[config.mk]
export PLATFORM = sky130hd
export DESIGN_NAME = operand_sequencer
export DESIGN_NICKNAME = d
export VERILOG_FILES = /design/src/rtl/opseq_pkg.sv /design/src/rtl/opseq_table.sv /design/src/rtl/operand_sequencer.sv
export SDC_FILE = /design/constraint.sdc
export NUM_CORES = 1
export LEC_CHECK = 0
export BUFFER_PORTS_ARGS = -buffer_cell sky130_fd_sc_hd__buf_2
export CAP_MARGIN = 10
export CELL_PAD_IN_SITES_DETAIL_PLACEMENT = 1
export CELL_PAD_IN_SITES_GLOBAL_PLACEMENT = 1
export CORE_MARGIN = 1
export CORE_UTILIZATION = 41
export DETAILED_ROUTE_END_ITERATION = 7
export HOLD_SLACK_MARGIN = 0.15
export PLACE_DENSITY_LB_ADDON = 0.1
export SYNTH_ARGS = -nofsm -noshare
export SYNTH_HDL_FRONTEND = slang
export SYNTH_SLANG_ARGS = --single-unit
[constraint.sdc]
create_clock -name clk -period 3.6 [get_ports clk]
set_input_delay 0.72 -clock clk [delete_from_list [all_inputs] [get_ports clk]]
set_output_delay 0.72 -clock clk [all_outputs]
set_load 0.02 [all_outputs]
[src/rtl/opseq_pkg.sv]
// Shared constants for the operand sequencer: mode encodings, table words, LFSR seed/taps.
// The LFSR values are only used when OPSEQ_LFSR_EN is defined.
package opseq_pkg;

  typedef enum logic [1:0] {
    MODE_MANUAL = 2'b00,
    MODE_STEP   = 2'b01,
    MODE_AUTO   = 2'b10,
    MODE_HOLD   = 2'b11
  } mode_e;

  localparam logic [63:0] TBL_B1    = 64'h0000_0000_0000_0607;
  localparam logic [31:0] TBL_A7    = 32'h1234_5678;
  localparam logic [31:0] TBL_B7    = 32'h3333_2222;
  localparam logic [31:0] LFSR_SEED = 32'hACE1_2345;

  // Replicate a 32-bit word from the LSB; callers truncate to their width.
  function automatic logic [63:0] rep64(input logic [31:0] v);
    return {v, v};
  endfunction

  // Galois (right-shift) tap masks; odd widths fall back to a top+bottom mask.
  function automatic logic [63:0] lfsr_taps(input int unsigned w);
    case (w)
      16:      return 64'h0000_0000_0000_B400;
      24:      return 64'h0000_0000_00E1_0000;
      32:      return 64'h0000_0000_8020_0003;
      48:      return 64'h0000_B400_0000_0000;
      64:      return 64'hD800_0000_0000_0000;
      default: return (64'd1 << (w - 1)) | 64'd1;
    endcase
  endfunction

endpackage

[src/rtl/opseq_table.sv]
// Combinational 8-entry operand ROM, indexed by idx, parametrised on WIDTH.
module opseq_table
  import opseq_pkg::*;
#(
  parameter int WIDTH = 32
) (
  input  logic [2:0]       idx,
  output logic [WIDTH-1:0] a,
  output logic [WIDTH-1:0] b
);

  localparam logic [WIDTH-1:0] MIN_V  = {1'b1, {(WIDTH-1){1'b0}}};
  localparam logic [WIDTH-1:0] MAX_V  = ~MIN_V;
  localparam logic [WIDTH-1:0] ONES_V = '1;

  always_comb begin
    a = '0;
    b = '0;
    case (idx)
      3'd0: begin a = '0;           b = '0;                   end
      3'd1: begin a = WIDTH'(3);    b = WIDTH'(TBL_B1);       end
      3'd2: begin a = MIN_V;        b = MIN_V;                end
      3'd3: begin a = MAX_V;        b = MAX_V;                end
      3'd4: begin a = ONES_V;       b = ONES_V;               end
      3'd5: begin a = MIN_V;        b = ONES_V;               end
      3'd6: begin a = ONES_V;       b = MIN_V;                end
      3'd7: begin a = WIDTH'(rep64(TBL_A7)); b = WIDTH'(rep64(TBL_B7)); end
      default: begin a = '0;        b = '0;                   end
    endcase
  end

endmodule

[src/rtl/operand_sequencer.sv]
// Presents (A,B) operand pairs from a fixed table under MANUAL/STEP/AUTO/HOLD control with a
// valid/ready handshake. Define OPSEQ_LFSR_EN to turn mode 11 into RANDOM (LFSR-driven operands).
module operand_sequencer
  import opseq_pkg::*;
#(
  parameter int WIDTH  = 32,
  parameter int PERIOD = 25_000_000
) (
  input  logic             clk,
  input  logic             rst,
  input  logic [1:0]       mode,
  input  logic [2:0]       sel,
  input  logic             step,
  input  logic             out_ready,
  output logic [WIDTH-1:0] A,
  output logic [WIDTH-1:0] B,
  output logic [2:0]       idx,
  output logic             out_valid,
  output logic             wrap
);

  localparam int unsigned   TW    = (PERIOD > 2) ? $clog2(PERIOD) : 1;
  localparam logic [TW-1:0] TLAST = TW'(PERIOD - 1);

  mode_e            mode_in, mode_q;
  logic [TW-1:0]    timer_q, timer_d;
  logic             pending_q, pending_d;
  logic             step_q, step_rise;
  logic             blocked, mode_change, timed, rnd;
  logic             load, advance;
  logic [2:0]       load_idx, idx_d;
  logic [WIDTH-1:0] tbl_a, tbl_b, a_d, b_d;
  logic             valid_d, wrap_d;

  assign mode_in     = mode_e'(mode);
  assign step_rise   = step & ~step_q;
  assign blocked     = out_valid & ~out_ready;
  assign mode_change = mode_in != mode_q;
  assign load_idx    = (mode_in == MODE_MANUAL) ? sel : idx + 3'd1;

`ifdef OPSEQ_LFSR_EN
  localparam logic [WIDTH-1:0] TAPS = WIDTH'(lfsr_taps(WIDTH));
  localparam logic [WIDTH-1:0] SEED = WIDTH'(rep64(LFSR_SEED));
  localparam int unsigned      HALF = WIDTH / 2;
  logic [WIDTH-1:0] lfsr_q, lfsr_d;
  assign rnd = mode_in == MODE_HOLD;
`else
  assign rnd = 1'b0;
`endif
  assign timed = (mode_in == MODE_AUTO) | rnd;

  opseq_table #(.WIDTH(WIDTH)) u_table (
    .idx (load_idx),
    .a   (tbl_a),
    .b   (tbl_b)
  );

  always_comb begin
    idx_d     = idx;
    a_d       = A;
    b_d       = B;
    valid_d   = out_valid;
    wrap_d    = 1'b0;
    timer_d   = timer_q;
    pending_d = pending_q;
    load      = 1'b0;
    advance   = 1'b0;
`ifdef OPSEQ_LFSR_EN
    lfsr_d    = lfsr_q;
`endif
    // A mode change only resets the timer/pending state; the new mode acts from the next cycle.
    if (mode_change) begin
      timer_d   = '0;
      pending_d = 1'b0;
    end else begin
      if (!timed) begin
        timer_d = '0;
      end else if (!blocked) begin
        if (timer_q == TLAST) begin
          timer_d = '0;
          load    = 1'b1;
          advance = 1'b1;
        end else begin
          timer_d = timer_q + TW'(1);
        end
      end
      if (mode_in != MODE_STEP) begin
        pending_d = 1'b0;
      end else if (blocked) begin
        if (step_rise) pending_d = 1'b1;
      end else begin
        pending_d = 1'b0;
        if (step_rise || pending_q) begin
          load    = 1'b1;
          advance = 1'b1;
        end
      end
      if (mode_in == MODE_MANUAL && !blocked && sel != idx) load = 1'b1;
    end

`ifdef OPSEQ_LFSR_EN
    if (load && rnd) begin
      valid_d = 1'b1;
      idx_d   = 3'd7;
      a_d     = lfsr_q;
      b_d     = (lfsr_q << HALF) | (lfsr_q >> (WIDTH - HALF));
      lfsr_d  = lfsr_q[0] ? ((lfsr_q >> 1) ^ TAPS) : (lfsr_q >> 1);
    end else
`endif
    if (load) begin
      valid_d = 1'b1;
      idx_d   = load_idx;
      a_d     = tbl_a;
      b_d     = tbl_b;
      wrap_d  = advance && (idx == 3'd7);
    end else if (out_valid && out_ready) begin
      valid_d = 1'b0;
    end
  end

  // Tracks mode even during reset so a mode held across reset is not seen as a change.
  always_ff @(posedge clk) begin
    mode_q <= mode_in;
  end

  always_ff @(posedge clk) begin
    if (rst) begin
      idx       <= '0;
      A         <= '0;
      B         <= '0;
      out_valid <= 1'b0;
      wrap      <= 1'b0;
      timer_q   <= '0;
      pending_q <= 1'b0;
      step_q    <= 1'b0;
`ifdef OPSEQ_LFSR_EN
      lfsr_q    <= SEED;
`endif
    end else begin
      idx       <= idx_d;
      A         <= a_d;
      B         <= b_d;
      out_valid <= valid_d;
      wrap      <= wrap_d;
      timer_q   <= timer_d;
      pending_q <= pending_d;
      step_q    <= step;
`ifdef OPSEQ_LFSR_EN
      lfsr_q    <= lfsr_d;
`endif
    end
  end

endmodule

Yosys cells after proc, flatten, opt, wreduce, memory -nomap -nowiden
Memories as Yosys holds them, arrays and structs flattened. A register that Yosys moved wholly into a read port is not among the register bits.
Index checks and enable logic that the tools add are counted.
{ "classes": {"n_eq_ne": 6, "n_addsub": 2, "n_mux": 13, "bitwise": 7, "n_reduce_logical": 11} }
{ "ops": {"columns": ["operator", "n"], "rows": [
  ["25-bit by 1-bit adder with 25-bit output, second input constant", 1],
  ["25-bit == test, second input constant", 1],
  ["25-bit two-way mux", 1],
  ["1-bit two-way mux", 11],
  ["1-bit inverter", 5],
  ["1-bit logical AND", 4],
  ["4-bit OR reduction", 1],
  ["3-bit by 1-bit adder with 3-bit output, second input constant", 1],
  ["3-bit == test, second input constant", 1],
  ["3-bit two-way mux", 1],
  ["3-bit != test", 1],
  ["3-bit OR reduction", 1],
  ["1-bit bitwise AND", 2],
  ["2-bit == test, second input constant", 1],
  ["2-bit logical NOT", 1],
  ["2-bit by 1-bit != test with 1-bit output, second input constant", 1],
  ["2-bit != test", 1],
  ["2-bit nonzero test", 1],
  ["2-bit OR reduction", 1],
  ["1-bit logical NOT", 1],
  ["1-bit logical OR", 1]
]} }
{ "totals": {"input_bits": 9, "register_bits": 34, "elab_cells": 47, "n_memories": 1, "mem_bits_ro": 512, "out_inout_bits": 69} }
{ "mem_list": {"columns": ["name", "words", "word_bits", "read_ports", "rd_ports_with_merged_regs", "wr", "line_no", "rtl"], "rows": [
  ["(name not given)", 8, 64, 1, 1, 0, "opseq_table.sv:19", "case (idx)"]
]} }

Depth between registers and ports, before layout
{ "depth": {"word_depth": 11, "depth_mapped": 7, "mapped_depth_nobuf": 7} }

Cells and area by module
Synthesis repeated with hierarchy kept, for this count alone.
{ "unflattened": {"hier_cells": 536, "hier_area_um2": 4645.7} }
{ "modules_own_cells": {"columns": ["mod", "cells_per_inst", "area_each_um2", "instances", "seq_area_each_um2"], "rows": [
  ["operand_sequencer", 466, 4152.7, 1, 1961.9],
  ["opseq_table", 70, 493.0, 1, 0.0]
]} }

Least setup slack after synthesis
No wires, ideal clock.
{ "synth_timing": {"path_kind": "input -> register", "start": "input mode[0]", "end": "register A[28]", "setup_slack_ns": 1.412, "path_stages": 7, "arrival_time_ns": 2.067, "setup_time_ns": 0.121, "required_time_ns": 3.479, "n_path_buf": 2, "cell_sequence": "clkbuf_8 nand4b_1 nor4_2 a21boi_2 a211o_1 buf_6 mux2_4"} }
{ "synth_between": {"elab_chain_len": 7, "word_cells_on_any_way": 13, "cone_classes": "eq/ne: 3; mux: 7; reduce/logical: 3"} }
{ "synth_rtl": {"columns": ["element", "line_no", "rtl"], "rows": [
  ["from (decl)", "operand_sequencer.sv:11", "input logic [1:0] mode,"],
  ["2-bit == test", "operand_sequencer.sv:50", "assign timed = (mode_in == MODE_AUTO) | rnd;"],
  ["1-bit two-way mux", "operand_sequencer.sv:76", "if (!timed) begin"],
  ["1-bit two-way mux", "operand_sequencer.sv:93", "if (step_rise || pending_q) begin"],
  ["1-bit two-way mux", "operand_sequencer.sv:89", "end else if (blocked) begin"],
  ["1-bit two-way mux", "operand_sequencer.sv:87", "if (mode_in != MODE_STEP) begin"],
  ["1-bit two-way mux", "operand_sequencer.sv:98", "if (mode_in == MODE_MANUAL && !blocked && sel != idx) load = 1'b1;"],
  ["1-bit two-way mux", "operand_sequencer.sv:72", "if (mode_change) begin"],
  ["to (decl)", "operand_sequencer.sv:15", "output logic [WIDTH-1:0] A,"]
]} }
Several ways; a longest one is shown, not always the timed one.
A chain may end at the register's enable or synchronous reset.

Final worst setup path
{ "layout_timing": {"start": "input sel[2]", "end": "register A[28]"} }
{ "layout_between": {"elab_chain_len": 4, "word_cells_on_any_way": 5, "cone_classes": "eq/ne: 1; mux: 3; reduce/logical: 1"} }
{ "layout_rtl": {"columns": ["element", "line_no", "rtl"], "rows": [
  ["from (decl)", "operand_sequencer.sv:12", "input logic [2:0] sel,"],
  ["3-bit != test", "operand_sequencer.sv:98", null],
  ["1-bit logical AND", "operand_sequencer.sv:98", null],
  ["1-bit two-way mux", "operand_sequencer.sv:98", null],
  ["1-bit two-way mux", "operand_sequencer.sv:72", null]
]} }
Several ways; a longest one is shown, not always the timed one.

==> impl_metrics.py <==
metrics = {
    "route": {
        "dr.pass1.iters": 4,
        "final_antenna_net_count": 0,
        "via_per_inst": 5.013,
        "drt_wl_total_um": 5385,
        "drt_iter0_drc": 66,
        "via_count": 1980,
        "drcViolationCount": 0,
        "routedWlPerCell_um": 13.63,
    },
    "pwr": {
        "power.total_w": 0.0009753,
        "cellPowerDensity_nw_per_um2": 358.9,
        "static-leakage-power_nw": 1.172,
        "vdd_drop_max_v": 0.0002029,
    },
    "synth": {
        "synthFlopType": "dfxtp_1",
        "ys_warn_count": 0,
        "seq_area_frac_synth": 0.3209,
        "postSynth.asyncResetShare": 0,
        "syn_nets": 311,
        "synth.most_common_cell": "buf_4",
        "synth.largest_area_cell": "dfxtp_1",
        "netlist-cell-type-count": 50,
        "syn_area_um2": 2620,
        "syn_area_per_cell_um2": 8.763,
        "synth_top_cells_by_count": "56 x buf_4, 42 x dfxtp_1, 35 x nor2_1, 20 x xnor2_1, 16 x nand2_1",
        "ys_seq_elements": 42,
        "synth_top_cells_by_area": "dfxtp_1 32%, buf_4 16%, xnor2_1 6.7%",
        "postSynthCellCount": 299,
        "synth_top_area_frac": 0.3209,
        "synth_edf_count": 0,
    },
    "global_route": {
        "grt_antenna_before_repair": 0,
        "grt_max_degree": 26,
        "grt_first_pass_wirelength_um": 8590,
        "grt_usage": 0.1679,
        "grt.overflow.total": 0,
        "grt_pass1_vias": 1819,
    },
    "final_layout": {
        "drive_gt1_frac": 0.3313,
        "final.fill_count": 742,
        "layout.nets": 331,
        "area_delta_synth_final_pct": 3.725,
        "antenna_cells": 0,
    },
    "sta": {
        "slew_headroom": 0.4536,
        "setup_tns_ns": 0,
        "timing.final.crit_share": 0.6362,
        "fin_skew_ns": 0.009864,
        "slew_viol_final": 0,
        "max_clock_freq_ghz": 0.4366,
        "hold_viol_final": 0,
        "post-route-min-period_ns": 2.290,
        "worstMarginPinSlew_ns": 0.8179,
        "grt_setup_unrepaired": "false",
        "final-setup-viol-count": 0,
    },
    "clocking": {
        "cts_setup_buffers": 0,
        "clockBufferDepth": 2,
        "clock_latency_ns": 0.29,
        "root_buffer": "clkbuf_8",
        "ctsHoldBuffers": 0,
        "cts_tree": "built",
        "post_cts_resized": 0,
        "cts_sinks": 42,
        "path_clk_slew_ns": 0.09,
        "htreeDepth": 2,
        "cts_made_buffers": 5,
    },
    "hold_path": {
        "hp-class": "reg -> reg",
    },
    "worst_setup_path": {
        "crit_arrival_ns": 2.48,
        "worst_setup_path_start_kind": "input pin",
        "r2r_slack_ns": 1.43,
        "critPathRequiredTime_ns": 3.79,
        "end_kind": "flip-flop",
        "path_class": "in -> reg",
        "path_max_fanout": 8,
    },
    "die": {
        "dieWidth_um": 81.94,
        "die_h_um": 81.94,
        "initial_core_util": 0.4348,
        "fp.dieArea_um2": 6714,
        "core.rowCount": 28,
        "pin_count": 78,
        "core-area_um2": 6026,
    },
    "place": {
        "dpl.hpwl_um": 3960,
        "place.gp.congestion": 0.8207,
        "io_buffers": 77,
    },
    "run": {
        "drv_cap": 0,
    },
    "run_status": {
        "outcome": "completed",
    },
}
report_power, final:
group | internal, W | switching, W | total [W] | leakage [nW]
sequential | 0.000472 | 0.00000841 | 0.000480 | 0.340
combinational | 0.0000464 | 0.0000820 | 0.000128 | 0.774
clock | 0.000204 | 0.000163 | 0.000367 | 0.0579
worst max-delay path, stage by stage:
cell	delay, ns
buf_2	0.13
xor2_1	0.14
o31ai_1	0.68
a211o_1	0.47
mux2_4	0.33
cell usage in the layout (no fill, tap or decap), types with 7 or more instances in the layout:
cell type and instances:
a21oi_1 7, buf_2 77, dfxtp_1 42, mux2i_1 7, nand2_1 16, nand3_1 10, nor2_1 35, nor3_1 8
nor4_1 9, xnor2_1 20, xor2_1 10
layer usage:
layer	vias to the layer above	global-route usage	routed length, um	share of wire
met3	4	0.03444	198	0.037
met4	0	0.05263	44	0.0082
met1	943	0.1970	2396	0.44
li1	994	-	-	-
met5	-	0	0	0
met2	39	0.3025	2745	0.51
path summary, 6_finish.rpt:
| kind | start | endpoint | cells after the start |
|---|---|---|---|
| max reg2reg | idx[0]$_SDFFE_PP0P_ | A[28]$_SDFFE_PP0P_ | 4 |
| min | A[31]$_SDFFE_PP0P_ | A[31]$_SDFFE_PP0P_ | 2 |
| max | sel[2] | A[28]$_SDFFE_PP0P_ | 5 |
| min reg2reg | A[31]$_SDFFE_PP0P_ | A[31]$_SDFFE_PP0P_ | 2 |
cell families after synthesis:
logic type	count (synthesis)	share of synthesized area
mux	12	0.05110
buf+inv	72	0.2015
simple gates	117	0.2450
fa+ha+maj	3	0.01433
compound gates	23	0.06686
xor+xnor	30	0.1003
flops	42	0.3209
final cells by class:
class | instances | area [um^2] | share of cell area
clock inverter | 3 | 40.04 | 0.01473
multi-input combinational | 185 | 1251 | 0.4604
timing repair buffer | 79 | 400.4 | 0.1473
sequential | 42 | 840.8 | 0.3094
tap | 75 | 93.84 | 0.03453
clock buffer | 5 | 68.82 | 0.02532
inverter | 6 | 22.52 | 0.008287
sequential cells by signal, summed over array words and instances, names as in the netlist:
register	count
timer_q	25
A	4
B	4
idx	3
mode_q	2
out_valid	1
pending_q	1
step_q	1
wrap	1
per-stage QoR:
stage / cell area [um^2] / utilization / instances / worst slack, ns / hold slack (ns)
final: 2718 / 0.4510 / 395 / 1.310 / 0.4852
after floorplan: 2620 / - / 299 / 1.412 / 0.4579
after global placement: 2609 / 0.4329 / 387 / 1.025 / 0.4708
after detailed placement: 2609 / 0.4329 / 387 / 0.9683 / 0.4788
after global routing: 2718 / 0.4510 / 395 / 1.139 / 0.5232
after CTS: 2718 / 0.4510 / 395 / 1.300 / 0.4915
Note: power is estimated with default switching activity, not from simulation.
